### src/rtl/pc_ctrl_pkg.sv
// pc_ctrl_pkg: shared definitions for the fetch/PC sequencer.
//   - state_e   : fetch sequencer state encoding
//   - PCSEL_*   : PC-select codes driven by the main control unit
//   - PC_RESET_VECTOR : default PC after reset
//   - pc_misaligned() : true when an address is not word aligned
package pc_ctrl_pkg;

  typedef enum logic [2:0] {
    IDLE   = 3'd0,
    REQ    = 3'd1,
    WAIT   = 3'd2,
    EXEC   = 3'd3,
    HALTED = 3'd4
  } state_e;

  localparam logic [1:0] PCSEL_PLUS4  = 2'b00;
  localparam logic [1:0] PCSEL_BRANCH = 2'b01;
  localparam logic [1:0] PCSEL_JUMP   = 2'b10;

  localparam logic [31:0] PC_RESET_VECTOR = 32'h0000_0000;

  function automatic logic pc_misaligned(input logic [31:0] addr);
    return |addr[1:0];
  endfunction

endpackage

### src/rtl/next_pc_select.sv
// next_pc_select: combinational next-PC choice at instruction retire.
// Ports:
//   i_pc            current PC
//   i_pc_sel        2-bit PC-select code (11 behaves as pc+4)
//   i_zero_flag     ALU zero flag (qualifies the branch)
//   i_branch_target branch destination
//   i_jump_target   jump destination
//   o_next_pc       selected next PC
//   o_misaligned    selected next PC is not word aligned
module next_pc_select
  import pc_ctrl_pkg::*;
(
  input  logic [31:0] i_pc,
  input  logic [1:0]  i_pc_sel,
  input  logic        i_zero_flag,
  input  logic [31:0] i_branch_target,
  input  logic [31:0] i_jump_target,
  output logic [31:0] o_next_pc,
  output logic        o_misaligned
);

  always_comb begin
    // Sequential address wraps modulo 2^32 by plain 32-bit addition.
    o_next_pc = i_pc + 32'd4;
    case (i_pc_sel)
      PCSEL_BRANCH: if (i_zero_flag) o_next_pc = i_branch_target;
      PCSEL_JUMP:   o_next_pc = i_jump_target;
      default:      o_next_pc = i_pc + 32'd4;
    endcase
    o_misaligned = pc_misaligned(o_next_pc);
  end

endmodule

### src/rtl/pc_fetch_sequencer.sv
// pc_fetch_sequencer: multi-cycle fetch / PC sequencer for the rv32i core.
// Owns the PC, runs the imem request/response handshake, holds one fetched
// instruction for execute, and selects the next PC when execute retires.
//
// Optional build macro: PC_FETCH_TIMEOUT_EN enables a WAIT-state watchdog
// that re-requests the same PC after TIMEOUT_CYCLES cycles without a response.
//
// Ports:
//   clk, rst          clock, asynchronous active-high reset
//   imem_req/addr     fetch request and address (addr driven from pc)
//   imem_ready        request accepted when imem_req & imem_ready
//   imem_valid/rdata  response strobe and instruction word
//   instr_out/valid   latched instruction, valid throughout EXEC
//   core_done         retire pulse from execute
//   pc_mux_control    next-PC select code; zero_flag, branch_target,
//                     jump_target sampled with core_done
//   halt_req          stop at the next instruction boundary
//   pc                current PC
//   misaligned_fault  sticky misaligned next-PC fault
//   fetch_timeout     watchdog pulse (0 when the watchdog is not built)
//   busy              low only in HALTED
module pc_fetch_sequencer
  import pc_ctrl_pkg::*;
#(
  parameter logic [31:0] RESET_VECTOR   = PC_RESET_VECTOR,
  parameter int          TIMEOUT_CYCLES = 16
) (
  input  logic        clk,
  input  logic        rst,
  output logic        imem_req,
  output logic [31:0] imem_addr,
  input  logic        imem_ready,
  input  logic        imem_valid,
  input  logic [31:0] imem_rdata,
  output logic [31:0] instr_out,
  output logic        instr_valid,
  input  logic        core_done,
  input  logic [1:0]  pc_mux_control,
  input  logic        zero_flag,
  input  logic [31:0] branch_target,
  input  logic [31:0] jump_target,
  input  logic        halt_req,
  output logic [31:0] pc,
  output logic        misaligned_fault,
  output logic        fetch_timeout,
  output logic        busy
);

  state_e      r_state;
  logic [31:0] r_pc;
  logic [31:0] r_instr;
  logic        r_imem_req;
  logic        r_instr_valid;
  logic        r_fault;
  logic        r_busy;
  logic [31:0] w_next_pc;
  logic        w_misaligned;

  // Legal watchdog range is 2..255; an out-of-range value shows up as this
  // named block in the elaborated hierarchy.
  if (TIMEOUT_CYCLES < 2 || TIMEOUT_CYCLES > 255) begin : g_timeout_cycles_out_of_range
  end

`ifdef PC_FETCH_TIMEOUT_EN
  logic [7:0]  r_wait_cnt;
  logic        r_fetch_timeout;
  // The counter holds completed WAIT cycles, so expiry is detected on the
  // edge that ends the TIMEOUT_CYCLES-th WAIT cycle.
  localparam logic [7:0] TO_LAST = 8'(TIMEOUT_CYCLES - 1);
`endif

  next_pc_select u_next_pc_select (
    .i_pc            (r_pc),
    .i_pc_sel        (pc_mux_control),
    .i_zero_flag     (zero_flag),
    .i_branch_target (branch_target),
    .i_jump_target   (jump_target),
    .o_next_pc       (w_next_pc),
    .o_misaligned    (w_misaligned)
  );

  always_ff @(posedge clk or posedge rst) begin
    if (rst) begin
      r_state       <= IDLE;
      r_pc          <= RESET_VECTOR;
      r_instr       <= '0;
      r_imem_req    <= 1'b0;
      r_instr_valid <= 1'b0;
      r_fault       <= 1'b0;
      r_busy        <= 1'b1;
`ifdef PC_FETCH_TIMEOUT_EN
      r_wait_cnt      <= '0;
      r_fetch_timeout <= 1'b0;
`endif
    end else begin
`ifdef PC_FETCH_TIMEOUT_EN
      r_fetch_timeout <= 1'b0;
`endif
      case (r_state)
        IDLE: begin
          if (halt_req) begin
            r_state <= HALTED;
            r_busy  <= 1'b0;
          end else begin
            r_state    <= REQ;
            r_imem_req <= 1'b1;
          end
        end
        REQ: begin
          // Responses seen here are stray and ignored.
          if (imem_ready) begin
            r_state    <= WAIT;
            r_imem_req <= 1'b0;
`ifdef PC_FETCH_TIMEOUT_EN
            r_wait_cnt <= '0;
`endif
          end
        end
        WAIT: begin
          if (imem_valid) begin
            r_instr       <= imem_rdata;
            r_instr_valid <= 1'b1;
            r_state       <= EXEC;
          end
`ifdef PC_FETCH_TIMEOUT_EN
          else if (r_wait_cnt == TO_LAST) begin
            r_fetch_timeout <= 1'b1;
            r_state         <= REQ;
            r_imem_req      <= 1'b1;
          end else begin
            r_wait_cnt <= r_wait_cnt + 8'd1;
          end
`endif
        end
        EXEC: begin
          if (core_done) begin
            r_instr_valid <= 1'b0;
            if (w_misaligned) begin
              // PC is left on the faulting instruction for debug.
              r_fault <= 1'b1;
              r_state <= HALTED;
              r_busy  <= 1'b0;
            end else begin
              r_pc <= w_next_pc;
              if (halt_req) begin
                r_state <= HALTED;
                r_busy  <= 1'b0;
              end else begin
                r_state    <= REQ;
                r_imem_req <= 1'b1;
              end
            end
          end
        end
        HALTED: begin
          // A misaligned fault parks the sequencer here until reset.
          if (!r_fault && !halt_req) begin
            r_state    <= REQ;
            r_imem_req <= 1'b1;
            r_busy     <= 1'b1;
          end
        end
        default: begin
          r_state       <= IDLE;
          r_imem_req    <= 1'b0;
          r_instr_valid <= 1'b0;
          r_busy        <= 1'b1;
        end
      endcase
    end
  end

  assign imem_req         = r_imem_req;
  assign imem_addr        = r_pc;
  assign instr_out        = r_instr;
  assign instr_valid      = r_instr_valid;
  assign pc               = r_pc;
  assign misaligned_fault = r_fault;
  assign busy             = r_busy;
`ifdef PC_FETCH_TIMEOUT_EN
  assign fetch_timeout    = r_fetch_timeout;
`else
  assign fetch_timeout    = 1'b0;
`endif

endmodule
### config.mk
export PLATFORM = sky130hd
export DESIGN_NAME = pc_fetch_sequencer
export DESIGN_NICKNAME = d
export VERILOG_FILES = /design/src/rtl/pc_ctrl_pkg.sv /design/src/rtl/next_pc_select.sv /design/src/rtl/pc_fetch_sequencer.sv
export SDC_FILE = /design/constraint.sdc
export NUM_CORES = 1
export LEC_CHECK = 0
export CAP_MARGIN = 25
export CORE_MARGIN = 5
export CORE_UTILIZATION = 50
export DETAILED_ROUTE_END_ITERATION = 8
export DONT_BUFFER_PORTS = 1
export PLACE_DENSITY_LB_ADDON = 0.08
export RECOVER_POWER = 50
export REMOVE_ABC_BUFFERS = 1
export SLEW_MARGIN = 10
export SYNTH_ARGS = -nofsm -noshare
export SYNTH_HDL_FRONTEND = slang
export SYNTH_SLANG_ARGS = --single-unit
### constraint.sdc
create_clock -name clk -period 3.6 [get_ports clk]
set_input_delay 0.54 -clock clk [delete_from_list [all_inputs] [get_ports clk]]
set_output_delay 0.54 -clock clk [all_outputs]
set_load 0.02 [all_outputs]
# ---- Word-level counts from Yosys, hierarchy flattened
# Cells that the tools add are included.
dict set report op_classes {
  n_addsub 1
  eq_ne 11
  n_mux 22
  n_bitwise 4
  n_reduce_logical 14
}
# op count
set op_table {}
lappend op_table {{32-bit case mux with 2 select lines} 1}
lappend op_table {{32-bit by 3-bit adder with 32-bit output, second input constant} 1}
lappend op_table {{32-bit 2-to-1 mux} 1}
lappend op_table {{3-bit 2-to-1 mux} 6}
lappend op_table {{3-bit case mux with 5 select lines} 1}
lappend op_table {{3-bit AND reduction} 4}
lappend op_table {{1-bit 2-to-1 mux} 10}
lappend op_table {{2-bit != test, second input constant} 5}
lappend op_table {{3-bit by 2-bit == test with 1-bit output, second input constant} 2}
lappend op_table {{1-bit case mux with 5 select lines} 1}
lappend op_table {{5-bit AND reduction} 1}
lappend op_table {{1-bit inverter} 4}
lappend op_table {{1-bit case mux with 4 select lines} 1}
lappend op_table {{4-bit AND reduction} 1}
lappend op_table {{2-bit OR reduction} 2}
lappend op_table {{3-bit by 1-bit == test with 1-bit output, second input constant} 1}
lappend op_table {{3-bit == test, second input constant} 1}
lappend op_table {{3-bit zero test} 1}
lappend op_table {{1-bit case mux with 3 select lines} 1}
lappend op_table {{3-bit OR reduction} 1}
lappend op_table {{2-bit by 1-bit == test with 1-bit output, second input constant} 1}
lappend op_table {{2-bit == test, second input constant} 1}
lappend op_table {{1-bit zero test} 2}
lappend op_table {{2-bit AND reduction} 1}
lappend op_table {{1-bit logical AND} 1}
dict set report word_totals {
  ff_bits 71
  wordCells 59
}

# ---- Longest topological paths before layout
dict set report depth {
  ltp_word 7
  mapped_depth 9
}

# ---- Hierarchy
# Synthesis repeated with hierarchy kept, for this count alone.
dict set report hier_totals {
  cells_unflattened 439
  hier_area_um2 4633.2
}
# mod n_inst cells_each area_each_um2
set modules_own_cells {}
lappend modules_own_cells {pc_fetch_sequencer 1 223 3266.9}
lappend modules_own_cells {next_pc_select 1 216 1366.3}

# ---- Worst setup path after synthesis
# Ideal clock, no wire load.
dict set report synth_timing {
  kind {input-to-reg}
  from {input port pc_mux_control[0]}
  to {register r_pc[21] (netlist: imem_addr[21])}
  setup_time_ns 0.132
  arrival_ns 2.151
  required_ns 3.468
  slack_ns 1.318
  cell_stages 8
  n_path_buf 2
  path_cell_list {inv_1 ha_1 or2_2 clkbuf_1 a211oi_2 buf_2 o21ai_0 o2bb2ai_1}
}
dict set report synth_between {
  elab_chain_cells 5
  word_cells_on_any_way 6
  cone_classes {eq/ne: 2; mux: 1; bitwise: 1; reduce/logical: 2}
}
# item line_no
set synth_rtl {}
lappend synth_rtl {{from (decl)} pc_fetch_sequencer.sv:38} ;# input logic [1:0] pc_mux_control,
lappend synth_rtl {{2-bit == test or 2-bit by 1-bit == test with 1-bit output (tied branches)} next_pc_select.sv:25} ;# case (i_pc_sel)
lappend synth_rtl {{32-bit case mux with 2 select lines *} next_pc_select.sv:25}
lappend synth_rtl {{2-bit OR reduction} pc_ctrl_pkg.sv:23} ;# return |addr[1:0];
lappend synth_rtl {{1-bit inverter (no source line)} n/a}
lappend synth_rtl {{3-bit AND reduction (no source line)} n/a}
lappend synth_rtl {{to (signal assigned)} pc_fetch_sequencer.sv:144} ;# r_pc <= w_next_pc;
lappend synth_rtl {{to (decl)} pc_fetch_sequencer.sv:50} ;# logic [31:0] r_pc;
# Mark *: on every way between the ends. The rest lies on a longest branch, timed or not.
# A chain may end at the register's enable or synchronous reset.

# ---- Worst setup path after layout
dict set report layout_timing {
  from {register r_pc[2] (netlist: imem_addr[2])}
  to {register r_pc[26] (netlist: imem_addr[26])}
}
dict set report layout_between {
  elab_chain_cells 3
}
# item line_no
set layout_rtl {}
lappend layout_rtl {{32-bit by 3-bit adder with 32-bit output *} {next_pc_select.sv:24, next_pc_select.sv:28}}
lappend layout_rtl {{32-bit 2-to-1 mux} next_pc_select.sv:26} ;# PCSEL_BRANCH: if (i_zero_flag) o_next_pc = i_branch_target;
lappend layout_rtl {{32-bit case mux with 2 select lines *} next_pc_select.sv:25}
# Marked as above.

==> impl_metrics.ini <==
[synth]
synth_area_sq_um = 4180
yosysSeqAreaShare = 0.425
synth.area.top_cells = dfrtp_1, mux2_2, buf_4
synth-seq-cells = 71
avgSynthCellArea_sq_um = 9.53
ys.flop_type = dfrtp_1
async_flop_share = 1.00
synth.distinct_cells = 61
synth_top_area_frac = 0.419
yosys_warnings = 0
yosysTopAreaCell = dfrtp_1
synth-edff-count = 0
postSynthCellCount = 439

[worst_setup_path]
timing.rr.end = imem_addr[26]
slowest_stage = dfrtp_1
crit_buf_inv = 0
worstSetupPathType = register to register
endpoint_kind = register
reg2regPathDepth = 6
path_max_fanout = 8
r2r_slack_ns = 0.84
critPathRequiredTime_ns = 3.85
crit_cells = 6
cp_cell_sequence = ha_1 > nand3_2 > nor4_2 > nand3_1 > o32a_1 > o21ai_0
cp_top_family = simple AND/OR/NAND/NOR gates
max_stage_delay_ns = 0.67
crit_arrival_ns = 3.01
start_kind = register
r2r_start = imem_addr[2]

[cells_and_area]
layout_common_cells = dfrtp_1, o21ai_0, nor2_1, mux2_2, a22oi_1
nFillCells = 771
area_delta_synth_final_pct = 2.66
final_nets = 508
final_common_cell = dfrtp_1
instances_no_fill = 510
drive_gt1_frac = 0.185
diodes = 0
fin_util = 0.525

[sta]
relSlewSlack = 0.137
fmax_mhz = 362
skew_ns = 0.0156
min_period_ns = 2.76
hold_viol_final = 0
rsz0062_at_grt = no
final-setup-viol-count = 0
worstMarginPinSlew_ns = 1.29
slew_violations = 0
post-route-period-util = 0.767
fin_ws_ns = 0.839

[global_route]
grt_first_pass_wirelength_mm = 17.4
grt_max_degree = 51
antenna_found_initial = 0
track_usage = 0.216
grt_pass1_vias = 3363
grt-ovfl-total = 0

[placed_design]
portBuffers = 0
dp_worst_setup_slack_ns = 0.909
dp_hpwl_mm = 8.11
dp.cells = 493
gp_congestion = 0.808

[power]
total_power_uw = 3750
p_leak_uw = 0.00165
ir_worst_vdd_uv = 316
power_density_nw_per_um2 = 874

[die]
io_pins = 206
fp.dieW_microns = 101
rows = 33
fp.coreArea_sq_um = 8180
initial_core_util = 0.512
die_area_sq_um = 10300
die_h_microns = 101

[clocking]
cts-root-buf = clkbuf_8
cts_tree = built
htreeDepth = 3
cts_setup_buffers = 0
clkLatencyLatePin_ns = 0.35
clockBufferDepth = 2
hold_buffers = 0
cts_sinks = 71
clk_pin_slew_ns = 0.09
cts_buffers = 9
cts-resized-gates = 0

[detailed_routing]
drtIter0Drc = 233
drt_wl_total_mm = 11.3
drc_errors = 0
vias_per_cell = 6.61
avgRoutedWirePerCell_microns = 22.1
vias = 3373
drtAntennaViolNets = 0
first_pass_iters = 6

[hold_path]
min_path_type = input port to async pin

[flow_run]
drv_cap = 0

[status]
status = complete, no violations
[flip-flops by register name (all words and copies together), names as in the netlist]
| register | flops |
|---|---|
| imem_addr | 32 |
| misaligned_fault | 1 |
| instr_valid | 1 |
| instr_out | 32 |
| r_state | 3 |
| busy | 1 |
| imem_req | 1 |
[cell usage after synthesis (all sizes together) (4+ instances only)]
library cell  count
a21oi            23
a41oi             4
a22oi            28
dfrtp            70
clkbuf           23
nor2             39
and2              5
nand4             8
or2               5
inv              13
nand3            11
mux2             33
a31oi             8
nor4              5
a22o              4
o22ai             6
o32a             11
buf              39
or4               4
nand2            15
o21ai            42
[worst reg2reg max path, delay by kind of cell, from the launching register on]
kind,cells,cell delay (ns)
flops,1,0.67
fa+ha+maj,1,0.28
simple gates,3,1.15
compound gates,2,0.58
[cell type report]
| class | instances | area [sq um] | area share |
|---|---|---|---|
| clock inverter | 7 | 103 | 0.0239 |
| sequential | 71 | 1780 | 0.414 |
| tap | 105 | 131 | 0.0306 |
| multi-input combinational | 293 | 2010 | 0.469 |
| inverter | 13 | 48.8 | 0.0114 |
| clock buffer | 9 | 124 | 0.0288 |
| timing repair buffer | 12 | 95.1 | 0.0221 |
[per-stage QoR]
step           cell area, sq um  TNS [ns]  hold slack (ns)
5_1_grt                    4290         0            0.292
4_1_cts                    4280         0           0.0761
6_report                   4290         0            0.219
3_3_place_gp               4060         0            0.448
3_5_place_dp               4060         0            0.454
2_1_floorplan              3820    -26.19            0.543
[power by group]
group | internal [uW] | total (uW) | switching [uW]
clock network | 400 | 740 | 340
logic | 386 | 715 | 329
registers | 1150 | 2300 | 1150
total | 1940 | 3750 | 1810
[routing by layer]
layer | track usage | vias to the layer above | share of wire
met5 | 0 | - | 0
met4 | 0.0481 | 0 | 0.0073
met3 | 0.0771 | 9 | 0.099
met2 | 0.334 | 172 | 0.47
met1 | 0.293 | 1654 | 0.42
li1 | - | 1538 | -
[worst max-delay path by stage]
stage | start | end | slack (ns)
after floorplan | imem_valid | instr_out[0] | -0.79
after global placement | pc_mux_control[0] | imem_addr[27] | 0.93
after detailed placement | imem_addr[3] | imem_addr[26] | 0.91
after CTS | imem_addr[2] | imem_addr[26] | 0.85
after global routing | imem_addr[2] | imem_addr[26] | 0.59
final | imem_addr[2] | imem_addr[26] | 0.84
[kinds of logic (layout without fill, tap and decap cells)]
group / count (synthesis) / in the layout / synth area share
buffers and inverters: 75 / 41 / 0.0975
adder cells (fa/ha/maj): 3 / 3 / 0.00897
multiplexers: 34 / 34 / 0.0912
AO/OA/AOI/OAI: 151 / 151 / 0.243
other: 1 / 1 / 0.000897
flip-flops: 71 / 71 / 0.425
AND/OR/NAND/NOR: 104 / 104 / 0.133
Note: power is estimated with default switching activity, not from simulation.
